<file path="src/rtl/split_assign_loader.sv">
// Deserialises 32-bit words into one packed candidate assignment, holds it for the
// split checkers, then reports the AND of their verdicts over a valid/ready port.
module split_assign_loader #(
    parameter int ASSIGN_W   = 551,
    parameter int WORD_W     = 32,
    parameter int NWORDS     = (ASSIGN_W + WORD_W - 1) / WORD_W,
    parameter int NUM_SPLITS = 8,
    parameter int EVAL_LAT   = 2,
    parameter int CNT_W      = 16
) (
    input  logic                  clk,
    input  logic                  rst,
    input  logic                  s_valid,
    output logic                  s_ready,
    input  logic [WORD_W-1:0]     s_data,
    input  logic                  s_last,
    output logic [ASSIGN_W-1:0]   assign_vec,
    output logic                  assign_valid,
    input  logic [NUM_SPLITS-1:0] split_x,
    output logic                  res_valid,
    input  logic                  res_ready,
    output logic                  res_sat,
    output logic [CNT_W-1:0]      res_idx,
    output logic [CNT_W-1:0]      sat_count,
    output logic [CNT_W-1:0]      err_count
);

    localparam int PTR_W   = $clog2(NWORDS);
    localparam int LAST_LO = (NWORDS - 1) * WORD_W;
    localparam int LAST_W  = ASSIGN_W - LAST_LO;

    localparam logic [PTR_W-1:0] LAST_PTR  = PTR_W'(NWORDS - 1);
    localparam logic [PTR_W-1:0] PTR_ONE   = PTR_W'(1);
    localparam logic [3:0]       WAIT_LAST = 4'(EVAL_LAT - 1);
    localparam logic [CNT_W-1:0] CNT_ONE   = CNT_W'(1);
    localparam logic [CNT_W-1:0] CNT_MAX   = '1;

    localparam logic [1:0] ST_LOAD   = 2'd0;
    localparam logic [1:0] ST_DRAIN  = 2'd1;
    localparam logic [1:0] ST_EVAL   = 2'd2;
    localparam logic [1:0] ST_REPORT = 2'd3;

    logic [1:0]          r_state;
    logic [PTR_W-1:0]    r_ptr;
    logic [3:0]          r_wait;
    logic [ASSIGN_W-1:0] r_shadow;
    logic [ASSIGN_W-1:0] r_assign_vec;
    logic                r_res_sat;
    logic [CNT_W-1:0]    r_res_idx;
    logic [CNT_W-1:0]    r_sat_count;
    logic [CNT_W-1:0]    r_err_count;

    logic                w_xfer;
    logic [ASSIGN_W-1:0] w_shadow_next;

    function automatic logic [CNT_W-1:0] sat_inc(input logic [CNT_W-1:0] v);
        return (v == CNT_MAX) ? v : v + CNT_ONE;
    endfunction

    assign s_ready      = (r_state == ST_LOAD) || (r_state == ST_DRAIN);
    assign assign_valid = (r_state == ST_EVAL);
    assign res_valid    = (r_state == ST_REPORT);
    assign w_xfer       = s_valid && s_ready;

    assign assign_vec = r_assign_vec;
    assign res_sat    = r_res_sat;
    assign res_idx    = r_res_idx;
    assign sat_count  = r_sat_count;
    assign err_count  = r_err_count;

    // Shadow with the current word merged at the pointer; the last word is truncated.
    // NOTE: default first so every path assigns w_shadow_next and no latch is inferred.
    always_comb begin
        w_shadow_next = r_shadow;
        for (int k = 0; k < NWORDS - 1; k++) begin
            if (r_ptr == PTR_W'(k)) w_shadow_next[k*WORD_W +: WORD_W] = s_data;
        end
        if (r_ptr == LAST_PTR) w_shadow_next[ASSIGN_W-1:LAST_LO] = s_data[LAST_W-1:0];
    end

    // NOTE: non-blocking assignments for all state so every register samples pre-edge values.
    always_ff @(posedge clk) begin
        if (rst) begin
            r_state      <= ST_LOAD;
            r_ptr        <= '0;
            r_wait       <= '0;
            r_shadow     <= '0;
            r_assign_vec <= '0;
            r_res_sat    <= 1'b0;
            r_res_idx    <= '0;
            r_sat_count  <= '0;
            r_err_count  <= '0;
        end else begin
            case (r_state)
                ST_LOAD: begin
                    if (w_xfer) begin
                        if (r_ptr == LAST_PTR) begin
                            r_ptr <= '0;
                            if (s_last) begin
                                r_shadow     <= w_shadow_next;
                                r_assign_vec <= w_shadow_next;
                                r_wait       <= '0;
                                r_state      <= ST_EVAL;
                            end else begin
                                r_err_count <= sat_inc(r_err_count);
                                r_state     <= ST_DRAIN;
                            end
                        end else if (s_last) begin
                            // Short frame: abandon it without committing this word.
                            r_err_count <= sat_inc(r_err_count);
                            r_ptr       <= '0;
                        end else begin
                            r_shadow <= w_shadow_next;
                            r_ptr    <= r_ptr + PTR_ONE;
                        end
                    end
                end
                ST_DRAIN: begin
                    if (w_xfer && s_last) begin
                        r_ptr   <= '0;
                        r_state <= ST_LOAD;
                    end
                end
                ST_EVAL: begin
                    if (r_wait == WAIT_LAST) begin
                        r_res_sat <= &split_x;
                        r_state   <= ST_REPORT;
                    end else begin
                        r_wait <= r_wait + 4'd1;
                    end
                end
                default: begin
                    if (res_ready) begin
                        r_res_idx <= r_res_idx + CNT_ONE;
                        if (r_res_sat) r_sat_count <= sat_inc(r_sat_count);
                        r_state <= ST_LOAD;
                    end
                end
            endcase
        end
    end

endmodule
</file>
<file path="config.mk">
export PLATFORM = sky130hd
export DESIGN_NAME = split_assign_loader
export DESIGN_NICKNAME = d
export VERILOG_FILES = /design/src/rtl/split_assign_loader.sv
export SDC_FILE = /design/constraint.sdc
export NUM_CORES = 2
export LEC_CHECK = 0
export CAP_MARGIN = 20
export CELL_PAD_IN_SITES_DETAIL_PLACEMENT = 1
export CELL_PAD_IN_SITES_GLOBAL_PLACEMENT = 1
export CORE_MARGIN = 2
export CORE_UTILIZATION = 30
export DETAILED_ROUTE_END_ITERATION = 7
export HOLD_SLACK_MARGIN = 0.02
export PLACE_DENSITY_LB_ADDON = 0.1
export SKIP_CTS_REPAIR_TIMING = 1
export SYNTH_ARGS = -nofsm -noshare
export SYNTH_HDL_FRONTEND = slang
export SYNTH_SLANG_ARGS = --single-unit
</file>
<file path="constraint.sdc">
create_clock -name clk -period 2.6 [get_ports clk]
set_input_delay 0.52 -clock clk [delete_from_list [all_inputs] [get_ports clk]]
set_output_delay 0.52 -clock clk [all_outputs]
set_load 0.02 [all_outputs]
</file>
==> insert_results.sql <==
INSERT INTO impl_metrics (metric_group, metric, value, unit) VALUES
('drt', 'dr_wl_met3', '7690', 'um'),
('global_route', 'first_global_vias', '39900', ''),
('pwr', 'switching_share', '23.6', '%'),
('drt', 'wire_per_inst', '23.4', 'um'),
('worst_setup_path', 'critPathLaunchType', 'register', ''),
('timing', 'finalSetupTns', '-0.157', 'ns'),
('min_path', 'holdCritStartpoint', 's_data[4]', ''),
('global_route', 'grt_use_total', '22.5', '%'),
('drt', 'drt-pass1-iter-count', '5', ''),
('drt', 'route.met2.wl', '87200', 'um'),
('pwr', 'power.density', '617', 'nW/um^2'),
('clock_tree', 'cts_tree', 'built', ''),
('clock_tree', 'cts_num_sinks', '1155', ''),
('min_path', 'min_path_cells', '3', ''),
('timing', 'timing.clock.skew', '0.0238', 'ns'),
('global_route', 'pin_count_of_the_biggest_net_entering_global_routing', '69', ''),
('timing', 'report.final.slew_viol_count', '0', ''),
('floorplanning', 'chipHeight', '398', 'um'),
('global_route', 'globalRoute.totalOverflow', '0', ''),
('timing', 'maxClockFrequency', '382', 'MHz'),
('min_path', 'worstHoldEndpoint', 'r_shadow[164]$_SDFFE_PP0P_', ''),
('timing', 'layout_min_cycle_time', '2.62', 'ns'),
('place', 'routabilityCongestion', '0.760', ''),
('cells_and_area', 'finish.instance_area', '62500', 'sq um'),
('worst_setup_path', 'worst-path-max-fanout', '16', ''),
('timing', 'hold_violations', '0', ''),
('min_path', 'holdCritPathClass', 'input port to register', ''),
('cells_and_area', 'final_cells', '8056', ''),
('clock_tree', 'clk_root_buffer_cell', 'sky130_fd_sc_hd__clkbuf_16', ''),
('cells_and_area', 'drive_gt1_share', '12.9', '%'),
('pwr', 'fraction_of_power_consumed_by_combinational_cells', '4.4', '%'),
('drt', 'drt_drc_violations_left', '0', ''),
('floorplanning', 'dieArea', '159000', 'sq um'),
('drt', 'antenna_violating_nets_post_route', '0', ''),
('floorplanning', 'boundaryPins', '648', ''),
('clock_tree', 'clk_transition_reported_paths', '0.06', 'ns'),
('drt', 'routed_via_density', '5.01', ''),
('place', 'place_inst', '7788', ''),
('clock_tree', 'cts-buffers-inserted', '139', ''),
('worst_setup_path', 'crit_type', 'register to register', ''),
('status', 'violations', 'negative setup slack', ''),
('worst_setup_path', 'r2r_setup_slack', '-0.02', 'ns'),
('clock_tree', 'clock_insertion_delay_worst_skew', '0.77', 'ns'),
('worst_setup_path', 'timing.critical_path.slowest_stage_cell', 'sky130_fd_sc_hd__nor4b_4', ''),
('floorplanning', 'start_util', '30.2', '%'),
('floorplanning', 'num_rows', '144', ''),
('synth', 'synth_seq_cells', '1155', ''),
('worst_setup_path', 'rr_startpoint', 'r_ptr[1]$_SDFFE_PP0P_', ''),
('drt', 'drt-met1-wl', '88500', 'um'),
('cells_and_area', 'synthToLayoutAreaGrowth', '34.0', '%'),
('timing', 'tightestPinTransition', '0.827', 'ns'),
('timing', 'timing.slew.headroom', '44.8', '%'),
('timing', 'timing.final.setup_violations', '25', ''),
('clock_tree', 'clock_tree.htree_level_count', '4', ''),
('status', 'status', 'finished with violations', ''),
('pwr', 'clkPwrFrac', '49.6', '%'),
('clock_tree', 'clock_tree.buffer_depth', '3', ''),
('synth', 'post_synth_num_cell_types', '55', ''),
('place', 'numPortBuffers', '647', ''),
('drt', 'drt_wl_total', '189000', 'um'),
('synth', 'syn-num-nets', '5432', ''),
('worst_setup_path', 'crit_required', '3.30', 'ns'),
('place', 'post-place-ws', '-0.260', 'ns'),
('synth', 'syn_area', '46700', 'sq um'),
('cells_and_area', 'final.fill_count', '17500', ''),
('worst_setup_path', 'path_common_cell', 'sky130_fd_sc_hd__ha_4', ''),
('run', 'max_cap_check_violation_count', '0', ''),
('pwr', 'total_leakage_power', '20.3', 'nW'),
('cells_and_area', 'fin_nets', '5964', ''),
('timing', 'timing.final.ws_setup', '-0.0180', 'ns'),
('drt', 'num_vias', '40400', '');
-- registers in the layout, summed over array words and instances (netlist names) --
name	count
assign_vec	551
r_shadow	544
err_count	16
res_idx	16
sat_count	16
r_ptr	5
r_wait	4
r_state	2
res_sat	1
-- layer usage --
| metal | vias to the layer above | GRT usage, % |
|---|---|---|
| met3 | 222 | 3.58 |
| met2 | 805 | 36.4 |
| met4 | 2 | 7.09 |
| met1 | 19800 | 30.7 |
| met5 | - | 0 |
| li1 | 19500 | - |
-- cell usage after synthesis (4+ instances only) --
| master | number | area, sq um |
|---|---|---|
| sky130_fd_sc_hd__clkbuf_1 | 313 | 1170 |
| sky130_fd_sc_hd__mux2_2 | 7 | 78.8 |
| sky130_fd_sc_hd__nor4_1 | 7 | 43.8 |
| sky130_fd_sc_hd__nand4_1 | 15 | 93.8 |
| sky130_fd_sc_hd__nor2b_1 | 10 | 62.6 |
| sky130_fd_sc_hd__or4_1 | 17 | 128 |
| sky130_fd_sc_hd__a31oi_1 | 4 | 25.0 |
| sky130_fd_sc_hd__o31ai_1 | 17 | 128 |
| sky130_fd_sc_hd__dfxtp_1 | 1155 | 23100 |
| sky130_fd_sc_hd__a211oi_1 | 546 | 4100 |
| sky130_fd_sc_hd__and4_1 | 8 | 70.1 |
| sky130_fd_sc_hd__nand4b_1 | 5 | 43.8 |
| sky130_fd_sc_hd__o21ai_0 | 14 | 70.1 |
| sky130_fd_sc_hd__ha_1 | 11 | 138 |
| sky130_fd_sc_hd__and3_1 | 8 | 50.1 |
| sky130_fd_sc_hd__and2_1 | 8 | 50.1 |
| sky130_fd_sc_hd__xor2_1 | 8 | 70.1 |
| sky130_fd_sc_hd__nor4bb_1 | 9 | 90.1 |
| sky130_fd_sc_hd__or2_2 | 4 | 25.0 |
| sky130_fd_sc_hd__or3_1 | 13 | 81.3 |
| sky130_fd_sc_hd__buf_2 | 138 | 691 |
| sky130_fd_sc_hd__and2_0 | 7 | 43.8 |
| sky130_fd_sc_hd__nor2_1 | 575 | 2160 |
| sky130_fd_sc_hd__nand2_1 | 1135 | 4260 |
| sky130_fd_sc_hd__buf_6 | 8 | 90.1 |
| sky130_fd_sc_hd__inv_1 | 11 | 41.3 |
| sky130_fd_sc_hd__mux2i_1 | 546 | 5470 |
| sky130_fd_sc_hd__nand3_1 | 22 | 110 |
| sky130_fd_sc_hd__buf_4 | 97 | 728 |
| sky130_fd_sc_hd__buf_1 | 32 | 120 |
| sky130_fd_sc_hd__nor4b_1 | 5 | 43.8 |
| sky130_fd_sc_hd__a21oi_1 | 586 | 2930 |
-- critical path: cells and delay by family (launching register included) --
kind | cells | cell delay (ns)
adders and majority gates | 2 | 0.38
AOI/OAI and AO/OA | 1 | 0.14
DFF | 1 | 0.32
buffers and inverters | 5 | 0.72
and+or+nand+nor | 4 | 0.96
-- through the flow --
stage,total power [mW],util (%)
after global routing,39.9,40.5
after detailed placement,19.8,36.9
after floorplan,18.9,-
after global placement,19.8,36.9
after CTS,39.1,39.8
final,38.6,40.5
-- cell usage in the layout, fill, tap and decap left out, types with 5 or more instances in the layout --
| cell | Yosys | routed |
|---|---|---|
| sky130_fd_sc_hd__xor2_1 | 8 | 8 |
| sky130_fd_sc_hd__or3_1 | 13 | 13 |
| sky130_fd_sc_hd__and3_1 | 8 | 8 |
| sky130_fd_sc_hd__nand4b_1 | 5 | 5 |
| sky130_fd_sc_hd__nand2_2 | 0 | 10 |
| sky130_fd_sc_hd__a21oi_1 | 586 | 507 |
| sky130_fd_sc_hd__dfxtp_1 | 1155 | 1150 |
| sky130_fd_sc_hd__nand4_1 | 15 | 15 |
| sky130_fd_sc_hd__mux2i_1 | 546 | 546 |
| sky130_fd_sc_hd__nor2_1 | 575 | 572 |
| sky130_fd_sc_hd__buf_12 | 0 | 128 |
| sky130_fd_sc_hd__clkinv_2 | 0 | 30 |
| sky130_fd_sc_hd__buf_2 | 138 | 32 |
| sky130_fd_sc_hd__or4_1 | 17 | 17 |
| sky130_fd_sc_hd__buf_6 | 8 | 8 |
| sky130_fd_sc_hd__ha_1 | 11 | 8 |
| sky130_fd_sc_hd__o31ai_1 | 17 | 17 |
| sky130_fd_sc_hd__nand2_1 | 1135 | 1078 |
| sky130_fd_sc_hd__nor4bb_4 | 0 | 9 |
| sky130_fd_sc_hd__o21ai_0 | 14 | 14 |
| sky130_fd_sc_hd__mux2_2 | 7 | 7 |
| sky130_fd_sc_hd__inv_1 | 11 | 10 |
| sky130_fd_sc_hd__buf_4 | 97 | 180 |
| sky130_fd_sc_hd__clkbuf_16 | 0 | 157 |
| sky130_fd_sc_hd__and2_4 | 0 | 8 |
| sky130_fd_sc_hd__nor2b_1 | 10 | 10 |
| sky130_fd_sc_hd__a21oi_2 | 0 | 79 |
| sky130_fd_sc_hd__clkbuf_8 | 0 | 30 |
| sky130_fd_sc_hd__nand3_1 | 22 | 22 |
| sky130_fd_sc_hd__clkdlybuf4s50_1 | 0 | 612 |
| sky130_fd_sc_hd__a211oi_1 | 546 | 546 |
| sky130_fd_sc_hd__and4_1 | 8 | 8 |
| sky130_fd_sc_hd__nor4_1 | 7 | 5 |
| sky130_fd_sc_hd__nand2_4 | 0 | 47 |
| sky130_fd_sc_hd__clkbuf_1 | 313 | 29 |
-- cells by family (layout without fill, tap and decap cells) --
logic type	count (synthesis)	in the layout	synth area share, %
AOI/OAI and AO/OA	1178	1178	15.8
xor gates and xnor gates	11	11	0.207
adders and majority gates	11	11	0.295
buffers and inverters	600	1234	6.11
DFF	1155	1155	49.6
muxes	554	554	11.9
other	0	2	0
and+or+nand+nor	1867	1867	16.2
-- worst max-delay path by stage --
stage / start / endpoint / slack (ns) / depth (start not counted)
2_1_floorplan: r_ptr[1]$_SDFFE_PP0P_ / err_count[7]$_SDFFE_PP0P_ / -0.008 / 11
3_3_place_gp: s_last / r_shadow[188]$_SDFFE_PP0P_ / -0.28 / 10
3_5_place_dp: s_last / r_shadow[186]$_SDFFE_PP0P_ / -0.26 / 10
4_1_cts: r_state[1]$_SDFFE_PP0P_ / assign_valid / -0.53 / 3
5_1_grt: r_ptr[1]$_SDFFE_PP0P_ / r_shadow[18]$_SDFFE_PP0P_ / -0.11 / 12
6_report: r_ptr[1]$_SDFFE_PP0P_ / r_shadow[225]$_SDFFE_PP0P_ / -0.02 / 12
-- area by class of cell --
type	count	area, sq um	share of cell area [%]
sequential	1155	23100	37.0
multi-input combinational	3621	21600	34.6
clock buffer	201	4080	6.52
clock inverter	42	373	0.596
timing repair buffer	979	10700	17.1
inverter	12	47.5	0.0760
tap	2044	2560	4.09
antenna	2	5.00	0.00800
-- power groups by stage --
| stage | logic (mW) | registers (mW) | clock network (mW) |
|---|---|---|---|
| 2_1_floorplan | 0.717 | 18.1 | 0 |
| 3_3_place_gp | 1.63 | 18.1 | 0 |
| 3_5_place_dp | 1.64 | 18.1 | 0 |
| 4_1_cts | 1.64 | 17.8 | 19.7 |
| 5_1_grt | 1.77 | 17.7 | 20.4 |
| 6_report | 1.69 | 17.8 | 19.1 |
(Power assumes the default switching activity.)
